## config.mk

```make
export PLATFORM = sky130hd
export DESIGN_NAME = gol_pattern_loader
export DESIGN_NICKNAME = d
export VERILOG_FILES = /design/src/rtl/gol_pkg.sv /design/src/rtl/gol_pattern_loader.sv
export SDC_FILE = /design/constraint.sdc
export NUM_CORES = 1
export LEC_CHECK = 0
export CAP_MARGIN = 20
export CORE_ASPECT_RATIO = 1.2
export CORE_MARGIN = 2
export CORE_UTILIZATION = 39
export CTS_CLUSTER_SIZE = 10
export DETAILED_ROUTE_END_ITERATION = 10
export MAX_ROUTING_LAYER = met4
export PLACE_DENSITY = 0.66
export SYNTH_ARGS = -nofsm -noshare
export SYNTH_HDL_FRONTEND = slang
export SYNTH_SLANG_ARGS = --single-unit
```

## constraint.sdc

```tcl
create_clock -name clk -period 7.5 [get_ports clk]
set_input_delay 2.25 -clock clk [delete_from_list [all_inputs] [get_ports clk]]
set_output_delay 2.25 -clock clk [all_outputs]
set_load 0.05 [all_outputs]
```

## src/rtl/gol_pkg.sv

```systemverilog
// Shared Game of Life definitions: grid geometry, loader FSM states and grid index helper.
package gol_pkg;

  localparam int GOL_ROWS = 16;
  localparam int GOL_COLS = 16;

  typedef enum logic [1:0] {
    ST_IDLE   = 2'd0,
    ST_FILL   = 2'd1,
    ST_COMMIT = 2'd2
  } loader_state_e;

  function automatic int grid_idx(input int r, input int c);
    return GOL_COLS * r + c;
  endfunction

endpackage

```

## src/rtl/gol_pattern_loader.sv

```systemverilog
// Assembles seed rows from a valid/ready stream into a full frame and pulses load to the GoL core.
// Optional build macro GOL_LOADER_TIMEOUT_EN discards frames that stall for TIMEOUT_CYC cycles.
module gol_pattern_loader
  import gol_pkg::*;
#(
  parameter int ROWS  = GOL_ROWS,
  parameter int COLS  = GOL_COLS,
  parameter int CNT_W = 8
`ifdef GOL_LOADER_TIMEOUT_EN
  , parameter int TIMEOUT_CYC = 1024
`endif
) (
  input  logic                 clk,
  input  logic                 rst_n,
  input  logic                 row_valid,
  output logic                 row_ready,
  input  logic [COLS-1:0]      row_data,
  input  logic                 row_last,
  output logic                 load,
  output logic [ROWS*COLS-1:0] data,
  output logic                 frame_err,
  output logic [CNT_W-1:0]     frame_cnt,
  output logic                 busy
);

  localparam int IDX_W = (ROWS > 1) ? $clog2(ROWS) : 1;
  localparam logic [IDX_W-1:0] LAST_IDX = IDX_W'(ROWS - 1);

  loader_state_e          state_reg;
  logic [IDX_W-1:0]       row_idx_reg;
  logic [ROWS*COLS-1:0]   staging_reg;
  logic [ROWS*COLS-1:0]   staging_next;
  logic [IDX_W-1:0]       beat_idx;
  logic                   beat;
  logic                   at_last;
  logic                   timeout;

  assign beat     = row_valid && row_ready;
  // A frame always begins at row 0 from IDLE, whatever row_idx last held.
  assign beat_idx = (state_reg == ST_FILL) ? row_idx_reg : '0;
  assign at_last  = (beat_idx == LAST_IDX);

  always_comb begin
    staging_next = staging_reg;
    staging_next[COLS*beat_idx +: COLS] = row_data;
  end

`ifdef GOL_LOADER_TIMEOUT_EN
  localparam int IDLE_W = $clog2(TIMEOUT_CYC + 1);
  logic [IDLE_W-1:0] idle_cnt_reg;

  assign timeout = (state_reg == ST_FILL) && !beat &&
                   (idle_cnt_reg == IDLE_W'(TIMEOUT_CYC - 1));

  always_ff @(posedge clk or negedge rst_n) begin
    if (!rst_n) begin
      idle_cnt_reg <= '0;
    end else if (state_reg != ST_FILL || beat || timeout) begin
      idle_cnt_reg <= '0;
    end else begin
      idle_cnt_reg <= idle_cnt_reg + 1'b1;
    end
  end
`else
  assign timeout = 1'b0;
`endif

  always_ff @(posedge clk or negedge rst_n) begin
    if (!rst_n) begin
      state_reg   <= ST_IDLE;
      row_idx_reg <= '0;
      staging_reg <= '0;
      row_ready   <= 1'b0;
      load        <= 1'b0;
      data        <= '0;
      frame_err   <= 1'b0;
      frame_cnt   <= '0;
      busy        <= 1'b0;
    end else begin
      load      <= 1'b0;
      frame_err <= 1'b0;
      case (state_reg)
        ST_IDLE, ST_FILL: begin
          row_ready <= 1'b1;
          if (beat && (row_last != at_last)) begin
            // Short or long frame: the beat is consumed and the frame dropped.
            frame_err   <= 1'b1;
            staging_reg <= '0;
            row_idx_reg <= '0;
            state_reg   <= ST_IDLE;
            busy        <= 1'b0;
          end else if (beat && row_last) begin
            data        <= staging_next;
            load        <= 1'b1;
            frame_cnt   <= frame_cnt + 1'b1;
            row_ready   <= 1'b0;
            staging_reg <= '0;
            row_idx_reg <= '0;
            state_reg   <= ST_COMMIT;
            busy        <= 1'b1;
          end else if (beat) begin
            staging_reg <= staging_next;
            row_idx_reg <= beat_idx + 1'b1;
            state_reg   <= ST_FILL;
            busy        <= 1'b1;
          end else if (timeout) begin
            frame_err   <= 1'b1;
            staging_reg <= '0;
            row_idx_reg <= '0;
            state_reg   <= ST_IDLE;
            busy        <= 1'b0;
          end
        end
        ST_COMMIT: begin
          row_ready <= 1'b1;
          state_reg <= ST_IDLE;
          busy      <= 1'b0;
        end
        default: begin
          state_reg <= ST_IDLE;
          busy      <= 1'b0;
        end
      endcase
    end
  end

endmodule
```

==> results.md <==
* All-layer global routing usage at 24.1%
* Critical path's top delay family: buffers and inverters
* Register area share after synthesis at 58.6%
* Critical Path Source Type: input pin
* # rows at between 90 and 100
* Mapped Avg Cell Area at 11.0 um2
* Root Driver: clkbuf_16
* Syn nets at 2077
* Share of cells above drive strength 1 at around 6.7%
* First-pass GRT wire length at 108000 um
* Post-place setup slack at 2.09 ns
* DR WL/cell at roughly 24 um
* Drt via density at 5.81
* Max incr delay on CP at 0.64 ns
* Num CTS Buffers at 59
* Die Ht at ~270 um
* Ys flop type: dfrtp_1
* Most frequent cell after synthesis: dfrtp_1
* Cell Chain, Critical Path: clkdlybuf4s50_1 > and3b_1 > nand3_4 > buf_4 > buf_12 > buf_16 > o21ai_0
* Min-Delay Path Class: flip-flop to flip-flop
* Layout net count at 2292
* FF-to-FF path depth at 8
* Slew HR at 26.0%
* Yosys reg bits at 530
* Vias in the first global route at between 15000 and 20000
* Outcome: finished, final reports clean
* Number of H-tree levels at 2
* Max-Cap Viols at 0
* Most common library cells after synthesis: 530 x dfrtp_1, 346 x nand2_1, 176 x a22o_1
* CP Depth at 7
* Setup CP Type: input pin to flip-flop
* Crit path time final at about 5.0 ns
* Drt pass-1 iters at 5
* Cts hold-fix bufs at 0
* Area Overhead vs Synth at 23.5%
* Design Power at around 5800 uW
* IO Port Bufs at 287
* Io pins at ~290
* Via count at 17500
* Mapped cell area at about 23000 um2
* Resized Gates After CTS at 0
* Period utilisation layout at approximately 67%
* Cell taking the most area after synthesis: dfrtp_1
* # setup viols final at 0
* Placeable Area at 57300 um2
* GRT overflow at 0
* PD cells at 207 nW/um2
* Hold Fails Final Rpt at 0
* TritonCTS Sinks at 530
* Synth warnings at 0
* VDD IR max at 0.180 mV
* Largest net degree at the start of global routing at 323
* DIE AREA at 60000 um2
* Initial core utilization at approximately 39%
* Setup TNS at 0 ns
* CP Capture Type: flip-flop
* Post-CTS Setup Inserts at 0
* Worst hold stages at 2
* Worst EP arrival at 5.45 ns
* Max Clk Rate at 199 MHz
* Slowest cell on crit path: buf_4
* Clock latency on the worst-skew pair at 0.63 ns
* HPWL Detailed at 44600 um
* Buffers & Inverters on Critical Path at 4
* Post-Place Cells at 2937
* Antenna Violating Nets Remaining at 0
* Gpl congestion at ~0.87
* Die X at 224 um
* Crit-path max FO at 259
* Fin worst setup slack at ~2.5 ns
* CTS tree: done
* Setup Skew at 0.0301 ns
* Violation count after the first detailed-route iteration at about 1600
* Drc violations at 0
* Unrepaired setup endpoints after global routing: false
* Async set or reset register ratio after synthesis at 100%
* Clk slew on worst S/H paths at 0.06 ns
* Leakage power at 0.0119 uW
* Yosys top cell area share at 58.6%
* Post-synth EDFFs at 0
* Worst EP required at 7.93 ns
* Ranking of synthesized cells by area: dfrtp_1 59%, mux2i_1 7.2%, a22o_1 6.8%, nand2_1 5.7%, o21ai_0 3.3%
* Clock Path Buffers at 3
* Final std cells w/o fill at ~3000
* Max-slew violation count at 0
* Distinct cells, synth at 54
* Worst-Margin Slew at 1.11 ns
* Post-Route WL at 70900 um
* Initial antenna violation count at 2
* Syn Inst Count at between 2000 and 2500
==> final timing paths <==
path / slack (ns) / endpoint / startpoint
worst max-delay path: 2.48 / data[156] / row_valid
worst min-delay path: 0.47 / data[72] / data[72]
worst max register to register: 3.35 / staging_reg[85] / state_reg[1]
worst min register to register: 0.47 / data[72] / data[72]
max in group asynchronous: 4.37 / data[12] / rst_n
min in group asynchronous: 1.71 / data[188] / rst_n
==> cells in the final DEF, fill, tap and decap left out, drive strengths merged, types with 2 or more instances in the layout <==
cell type      synthesis  layout
a22o                 176     176
xnor2                 10      10
buf                   42      64
and3                   7       7
o31ai                  3       3
a211oi                 2       2
and2                  19      19
dfrtp                530     530
xor2                   2       2
o2bb2ai               32      32
nand3b                 6       6
nor3                  32      32
a221o                 41      41
nand2b                 5       5
o221ai                39      39
ha                     4       4
clkdlybuf4s50          0     285
nor4b                  3       3
nand3                 39      39
diode                  0       2
nor2                  32      32
inv                   46      46
clkbuf               153      65
mux2i                162     162
nand2                346     346
o21a                   2       2
o21ai                160     160
nor4                   5       5
a31oi                  2       2
o211ai                64      64
o41ai                  2       2
a21oi                 36      36
nand4b                16      16
nand4                 23      23
clkinv                 0       3
==> stage by stage <==
stage	hold slack, ns	utilization (%)	instance area (um2)
finish	0.475	48.8	27900
global route	0.494	48.8	27900
CTS	0.481	48.6	27800
detailed placement	0.470	45.8	26300
global placement	0.464	45.8	26200
floorplan	0.456	-	22600
==> cell families after synthesis <==
group,synth area share (%)
xor gates and xnor gates,0.498
muxes,7.22
DFF,58.6
and+or+nand+nor,10.8
adders and majority gates,0.221
buffers and inverters,4.23
AOI/OAI and AO/OA,18.4
==> power breakdown <==
group	total [uW]	internal [uW]	switching (uW)
registers	2910	2890	26.1
clock network	2540	1430	1110
logic	325	77.7	247
==> worst min-delay path: stages, from the launching register on <==
cell and delay (ns):
dfrtp_1 0.34, nand2_1 0.04, o21ai_0 0.06
==> layer usage <==
| layer | share of wire (%) | vias to the layer above | wire, um | track usage (%) |
|---|---|---|---|---|
| li1 | - | 7805 | - | - |
| met5 | 0 | - | 0 | - |
| met1 | 41 | 8899 | 29300 | 31.1 |
| met3 | 5.7 | 131 | 4010 | 3.27 |
| met4 | 3.4 | 0 | 2380 | 8.56 |
| met2 | 50 | 659 | 35100 | 39.0 |
==> layout make-up <==
type | instances | area (um2)
fill | 5148 | 29300
sequential | 530 | 13300
multi-input combinational | 1282 | 8540
timing repair buffer | 349 | 3460
clock buffer | 65 | 1540
tap | 735 | 920
inverter | 46 | 174
clock inverter | 3 | 55.1
antenna | 2 | 5.00
(Power assumes the default switching activity.)
